## config.mk

```make
export PLATFORM = sky130hd
export DESIGN_NAME = ones_frame_accumulator
export DESIGN_NICKNAME = d
export VERILOG_FILES = /design/src/rtl/ones_frame_accumulator.sv
export SDC_FILE = /design/constraint.sdc
export NUM_CORES = 1
export LEC_CHECK = 0
export CAP_MARGIN = 20
export CELL_PAD_IN_SITES_DETAIL_PLACEMENT = 0
export CELL_PAD_IN_SITES_GLOBAL_PLACEMENT = 2
export CORE_MARGIN = 2
export CORE_UTILIZATION = 35
export DETAILED_ROUTE_END_ITERATION = 16
export PLACE_DENSITY = 0.91
export SYNTH_ARGS = -nofsm -noshare
export SYNTH_HDL_FRONTEND = slang
export SYNTH_SLANG_ARGS = --single-unit
```

## constraint.sdc

```tcl
create_clock -name clk -period 10.87 [get_ports clk]
set_input_delay 2.174 -clock clk [delete_from_list [all_inputs] [get_ports clk]]
set_output_delay 2.174 -clock clk [all_outputs]
set_load 0.005 [all_outputs]
```

## src/rtl/ones_frame_accumulator.sv

```systemverilog
// Streaming popcount stage: sums set bits of accepted words over a frame and presents the
// frame total and word count through a one-deep valid/ready result register.
// Optional feature macro: ONES_ACC_SATURATE_EN (clamp the accumulator instead of wrapping).
module ones_frame_accumulator #(
  parameter int unsigned DATA_WIDTH = 16,
  parameter int unsigned ACC_WIDTH  = 16,
  parameter int unsigned WCNT_WIDTH = 8
) (
  input  logic                  clk,
  input  logic                  reset,
  input  logic [DATA_WIDTH-1:0] din,
  input  logic                  din_valid,
  input  logic                  din_last,
  output logic                  din_ready,
  output logic [ACC_WIDTH-1:0]  dout_total,
  output logic [WCNT_WIDTH-1:0] dout_words,
  output logic                  dout_ovf,
  output logic                  dout_valid,
  input  logic                  dout_ready
);

  localparam int unsigned PC_WIDTH = $clog2(DATA_WIDTH) + 1;
  localparam logic [ACC_WIDTH-1:0] ACC_MAX = '1;

  typedef enum logic [1:0] {
    StIdle,
    StAccum,
    StHold
  } state_e;

  state_e state_q, state_d;

  logic [ACC_WIDTH-1:0]  acc_q, acc_d;
  logic [WCNT_WIDTH-1:0] wcnt_q, wcnt_d;
  logic                  ovf_q, ovf_d;

  logic [ACC_WIDTH-1:0]  total_q;
  logic [WCNT_WIDTH-1:0] words_q;
  logic                  res_ovf_q;

  logic [PC_WIDTH-1:0]   pc;
  logic                  accept;
  logic                  load_res;

  logic [ACC_WIDTH-1:0]  base_acc;
  logic [WCNT_WIDTH-1:0] base_wcnt;
  logic                  base_ovf;
  logic [ACC_WIDTH:0]    sum;
  logic                  sum_ovf;
  logic [ACC_WIDTH-1:0]  acc_upd;
  logic [WCNT_WIDTH-1:0] wcnt_upd;
  logic                  ovf_upd;

  always_comb begin
    pc = '0;
    for (int i = 0; i < DATA_WIDTH; i++) begin
      pc = pc + PC_WIDTH'(din[i]);
    end
  end

  assign din_ready  = (state_q != StHold);
  assign dout_valid = (state_q == StHold);
  assign accept     = din_valid & din_ready;

  // A frame that starts in IDLE never sees leftover accumulator contents.
  always_comb begin
    base_acc  = acc_q;
    base_wcnt = wcnt_q;
    base_ovf  = ovf_q;
    if (state_q == StIdle) begin
      base_acc  = '0;
      base_wcnt = '0;
      base_ovf  = 1'b0;
    end
  end

  assign sum      = {1'b0, base_acc} + (ACC_WIDTH + 1)'(pc);
  assign sum_ovf  = sum[ACC_WIDTH];
  assign ovf_upd  = base_ovf | sum_ovf;
  assign wcnt_upd = base_wcnt + WCNT_WIDTH'(1);

`ifdef ONES_ACC_SATURATE_EN
  // Once clamped, the accumulator stays at full scale for the rest of the frame.
  assign acc_upd = ovf_upd ? ACC_MAX : sum[ACC_WIDTH-1:0];
`else
  assign acc_upd = sum[ACC_WIDTH-1:0];
`endif

  always_comb begin
    state_d  = state_q;
    acc_d    = acc_q;
    wcnt_d   = wcnt_q;
    ovf_d    = ovf_q;
    load_res = 1'b0;
    unique case (state_q)
      StIdle, StAccum: begin
        if (accept) begin
          acc_d  = acc_upd;
          wcnt_d = wcnt_upd;
          ovf_d  = ovf_upd;
          if (din_last) begin
            state_d  = StHold;
            load_res = 1'b1;
          end else begin
            state_d = StAccum;
          end
        end
      end
      StHold: begin
        if (dout_ready) begin
          acc_d   = '0;
          wcnt_d  = '0;
          ovf_d   = 1'b0;
          state_d = StIdle;
        end
      end
      default: begin
        state_d = StIdle;
      end
    endcase
  end

  always_ff @(posedge clk or posedge reset) begin
    if (reset) begin
      state_q <= StIdle;
      acc_q   <= '0;
      wcnt_q  <= '0;
      ovf_q   <= 1'b0;
    end else begin
      state_q <= state_d;
      acc_q   <= acc_d;
      wcnt_q  <= wcnt_d;
      ovf_q   <= ovf_d;
    end
  end

  // Result registers keep their value after the pop; only dout_valid drops.
  always_ff @(posedge clk or posedge reset) begin
    if (reset) begin
      total_q   <= '0;
      words_q   <= '0;
      res_ovf_q <= 1'b0;
    end else if (load_res) begin
      total_q   <= acc_upd;
      words_q   <= wcnt_upd;
      res_ovf_q <= ovf_upd;
    end
  end

  assign dout_total = total_q;
  assign dout_words = words_q;
  assign dout_ovf   = res_ovf_q;

endmodule

```

=== Yosys cells after proc, flatten, opt, wreduce, memory -nomap -nowiden ===
Index checks and enable logic that the tools add are counted.

* Flip-flop bits (word level): 52
* Output and inout port bits: 27

* Reduce and logical (&&, ||, !) cells: 5
* Mux-type cells: 19
* Bitwise logic cells: 2
* Equality and inequality tests: 5
* Add/sub/neg operators: 17

{| class="wikitable"
|+ Operators by type and width
! cell !! count
|-
| 5-bit by 1-bit adder with 5-bit output || 11
|-
| 16-bit two-way mux || 3
|-
| 16-bit one-hot mux with 2 select lines || 1
|-
| 8-bit two-way mux || 3
|-
| 16-bit by 5-bit adder with 17-bit output || 1
|-
| 8-bit one-hot mux with 2 select lines || 1
|-
| 8-bit by 1-bit adder with 8-bit output, second input constant || 1
|-
| 1-bit two-way mux || 6
|-
| 2-bit two-way mux || 3
|-
| 4-bit by 1-bit adder with 5-bit output || 1
|-
| 3-bit by 1-bit adder with 4-bit output || 1
|-
| 2-bit inequality test, second input constant || 2
|-
| 2-bit one-hot mux with 2 select lines || 1
|-
| 2-bit by 1-bit adder with 3-bit output || 1
|-
| 3-bit AND reduction || 1
|-
| 1-bit by 1-bit adder with 2-bit output || 1
|-
| 2-bit by 1-bit == test with 1-bit output, second input constant || 1
|-
| 2-bit == test, second input constant || 1
|-
| 2-bit zero test || 1
|-
| 2-bit by 1-bit inequality test with 1-bit output, second input constant || 1
|-
| 1-bit one-hot mux with 2 select lines || 1
|-
| 2-bit AND reduction || 1
|-
| 2-bit nonzero test || 1
|-
| 2-bit OR reduction || 1
|-
| 2 further kinds || 2
|}

=== Depth between registers and ports, before layout ===
* Depth after elaboration: 19
* Mapped depth: 18

=== Worst setup path after synthesis ===
OpenSTA, ideal clock, no wires.

* Kind: input to register
* Start: input port din[0]
* End: register acc_q[14]
* Setup time: 0.083 ns
* Stages: 14
* Setup slack: 4.845 ns
* Arrival: 5.942 ns
* Path buffers: 0
* Cells stage by stage: fa_1 -> inv_1 -> fa_1 -> fa_1 -> fa_1 -> inv_1 -> fa_1 -> inv_1 -> fa_1 -> nor2b_1 -> o31a_1 -> o2111ai_1 -> or3b_2 -> o21ai_0

* Word-level cells in the longest chain between the ends: 18

{| class="wikitable"
|+ RTL lines
! element !! RTL line !! source
|-
| from (decl) || 11 || <nowiki>input logic [DATA_WIDTH-1:0] din,</nowiki>
|-
| 1-bit by 1-bit adder with 2-bit output || 57 || <nowiki>pc = pc + PC_WIDTH'(din[i]);</nowiki>
|-
| 2-bit by 1-bit adder with 3-bit output || 57 ||
|-
| 3-bit by 1-bit adder with 4-bit output || 57 ||
|-
| 4-bit by 1-bit adder with 5-bit output || 57 ||
|-
| 5-bit by 1-bit adder with 5-bit output (11 in series) || 57 ||
|-
| 16-bit by 5-bit adder with 17-bit output || 77 || <nowiki>assign sum = {1'b0, base_acc} + (ACC_WIDTH + 1)'(pc);</nowiki>
|-
| 16-bit two-way mux || 97 || <nowiki>if (accept) begin</nowiki>
|-
| 16-bit one-hot mux with 2 select lines || 95 || <nowiki>unique case (state_q)</nowiki>
|-
| to (signal assigned) || 126 || <nowiki>acc_q <= '0;</nowiki>
|-
| to (signal assigned) || 131 || <nowiki>acc_q <= acc_d;</nowiki>
|-
| to (decl) || 33 || <nowiki>logic [ACC_WIDTH-1:0] acc_q, acc_d;</nowiki>
|}

No other way between the ends. The select of a mux whose other input is x is not followed.
A chain may end at the register's enable or synchronous reset.

=== Worst setup path in the final report ===
Same ends and word-level chain as after synthesis.

==> results.json <==
{
  "synth_area_sq_mm": 0.003069,
  "hpwl_mm": 5.144,
  "postCtsHoldBufs": 0,
  "top_layer": "met4",
  "cts_resized": 0,
  "p_leak_uw": 0.001632,
  "worstMarginPinSlew_ns": 0.8863,
  "r2r_slack_ns": 5.75,
  "critPathCaptureType": "flop",
  "status": "complete, no violations",
  "cp-start-kind": "input port",
  "synthFlopType": "dfrtp_1",
  "synth_seq_cells": 52,
  "wl_per_cell_um": 14.54,
  "clkTransAtPathRegs_ns": 0.09,
  "grt_max_degree": 53,
  "avgSynthCellArea_sq_um": 9.272,
  "drt_iter0_markers": 119,
  "avgViaCountPerCell": 5.151,
  "crit_path_cell_trace": "clkdlybuf4s50_1, fa_1, inv_1, fa_1, fa_1, fa_1, inv_1, fa_1, inv_1, fa_1, nor2b_1, o31a_1, o2111ai_1, or3b_2, o21ai_0",
  "clock.fmax_mhz": 155.0,
  "synthToLayoutAreaGrowth_pct": 20.91,
  "p_total_uw": 662.4,
  "drt-total-wl_mm": 7.010,
  "root_buffer": "clkbuf_8",
  "synth_nets": 373,
  "routabilityCongestion": 0.8742,
  "critPathSlowestCell": "fa_1",
  "r2r-end": "acc_q[14]",
  "m1WireLength_mm": 3.439,
  "htreeDepth": 2,
  "n_antenna_cell": 0,
  "final_area_sq_mm": 0.003711,
  "clock_skew_ns": 0.005432,
  "placed_cell_area_sq_mm": 0.003621,
  "drive_above_1_share_pct": 5.348,
  "drc": 0,
  "post_cts_buffers": 0,
  "clkLatencyLatePin_ns": 0.31,
  "netlist_instances": 331,
  "reg2reg_from": "state_q[0]",
  "slowest_delay_ns": 0.54,
  "synth_warnings": 0,
  "hold_start": "dout_total[9]",
  "worst_ep_required_time_ns": 11.11,
  "place_ws_ns": 4.117,
  "antenna_found_initial": 0,
  "dieArea_sq_mm": 0.009535,
  "worstSetupPathType": "in2reg",
  "wl_met3_um": 326,
  "min_period_ns": 6.453,
  "ir_drop_mv": 0.1265,
  "synthDistinctLibCells": 45,
  "multiInputGateArea_sq_mm": 0.001575,
  "overflow": 0,
  "core_area_sq_mm": 0.008593,
  "io_pins": 48,
  "final.period_utilization_pct": 59.36,
  "cts-root-to-sink-buffers": 2,
  "holdCritPathClass": "reg2reg",
  "rsz0062_at_grt": "no",
  "r2r_cells": 14,
  "grt_pass1_wl_mm": 12.04,
  "setup_viol": 0,
  "setup_tns_ns": 0,
  "grt_pass1_vias": 2479,
  "grt_util_all_layers_pct": 15.38,
  "cts.sinks": 52,
  "maxCapViolCount": 0,
  "row_count": 34,
  "worstPathArrival_ns": 6.69,
  "portBuffers": 47,
  "regArea_sq_mm": 0.001301,
  "critPathMostFrequentCell": "fa_1",
  "worstHoldPathCells": 2,
  "holdPathEnd": "dout_total[9]",
  "fin_nets": 415,
  "fp.dieH_um": 97.65,
  "met2_length_mm": 3.187,
  "fill_cells": 862,
  "final-max-slew-violation-count": 0,
  "die_w_um": 97.65,
  "final-hold-violation-count": 0,
  "dr.pass1.iters": 4,
  "slew_headroom_pct": 40.91,
  "cts_tree": "yes",
  "synthArstFlopShare_pct": 100.0,
  "start_util_pct": 35.72,
  "seq_area_frac_synth_pct": 42.40,
  "numCtsBuffers": 5,
  "pwr_density_cell_mw_per_mm2": 178.5,
  "ant_nets": 0,
  "whs_ns": 0.4827,
  "vias": 2483,
  "layout_setup_ws_ns": 4.417,
  "crit_fanout": 8,
  "synth_edf_count": 0
}
-- worst max-delay path, delay by kind of cell --
| kind | cells | cell delay, ns |
|---|---|---|
| adder cells (fa/ha/maj) | 6 | 2.61 |
| AO/OA/AOI/OAI | 3 | 0.62 |
| buffers and inverters | 4 | 0.62 |
| AND/OR/NAND/NOR | 2 | 0.65 |
-- power by group --
| part | switching (uW) | internal (uW) |
|---|---|---|
| combinational | 161 | 142 |
| clock | 64.6 | 52.2 |
| sequential | 19.9 | 223 |
| total | 246 | 417 |
-- area by class of cell --
type | count | share of cell area (%)
timing repair buffer | 51 | 13.49
clock buffer | 8 | 2.428
sequential | 52 | 35.06
multi-input combinational | 234 | 42.45
inverter | 29 | 2.933
tap | 108 | 3.641
-- per-stage QoR --
stage,cells,utilization (%)
global route,482,43.19
finish,482,43.19
CTS,482,43.19
floorplan,331,-
detailed placement,474,42.14
global placement,474,42.14
-- state kept, by name, summed over array words and instances, names as in the netlist --
| signal | cells |
|---|---|
| wcnt_q | 8 |
| state_q | 2 |
| dout_words | 8 |
| acc_q | 16 |
| ovf_q | 1 |
| dout_total | 16 |
| dout_ovf | 1 |
-- layout by cell type, fill, tap and decap left out, types with 3 or more instances in the layout --
master	synthesis	routed
buf_4	0	4
and2_1	9	9
xor2_1	9	9
nand3_1	4	4
fa_1	12	12
clkdlybuf4s50_1	0	47
xnor2_1	8	8
nor3_1	3	3
o21ai_0	42	42
a31oi_1	4	4
a22o_1	6	6
a21oi_1	15	15
and3_1	5	5
clkbuf_8	0	6
dfrtp_1	52	52
nand2_1	61	61
ha_1	9	9
inv_1	29	28
nor2_1	6	6
mux2_2	3	3
a211oi_1	5	5
-- cells by family after synthesis --
family	count (synthesis)	synth area share (%)
xor gates and xnor gates	17	4.851
and+or+nand+nor	102	15.78
adders and majority gates	21	11.50
buffers and inverters	45	6.278
AOI/OAI and AO/OA	90	17.77
muxes	4	1.427
DFF	52	42.40
-- metal layers --
metal,global-route usage [%],vias up
met5,0,-
met3,3.165,5
met1,21.21,1217
met2,25.09,57
li1,-,1204
met4,3.419,0
-- how the worst max path moves through the flow --
stage          slack [ns]  startpoint        end  cells after the start
4_1_cts              4.44      din[0]  acc_q[14]                     15
3_3_place_gp         4.22      din[0]  acc_q[14]                     15
2_1_floorplan        4.85      din[0]  acc_q[14]                     14
6_report             4.42      din[0]  acc_q[14]                     15
3_5_place_dp         4.12      din[0]  acc_q[14]                     15
5_1_grt              4.16      din[0]  acc_q[14]                     15
-- Yosys cell counts, types with 3 or more instances --
| cell type | instances | share of area (%) |
|---|---|---|
| nor3_1 | 3 | 0.49 |
| o21ai_0 | 42 | 6.8 |
| nand3_1 | 4 | 0.65 |
| a31oi_1 | 4 | 0.82 |
| a22o_1 | 6 | 1.7 |
| clkbuf_1 | 12 | 1.5 |
| inv_1 | 29 | 3.5 |
| and2_1 | 9 | 1.8 |
| xor2_1 | 9 | 2.6 |
| ha_1 | 9 | 3.7 |
| mux2_2 | 3 | 1.1 |
| buf_6 | 3 | 1.1 |
| a211oi_1 | 5 | 1.2 |
| xnor2_1 | 8 | 2.3 |
| dfrtp_1 | 52 | 42 |
| fa_1 | 12 | 7.8 |
| nor2_1 | 6 | 0.73 |
| nand2_1 | 61 | 7.5 |
| a21oi_1 | 15 | 2.4 |
| and3_1 | 5 | 1.0 |
(Power assumes the default switching activity.)
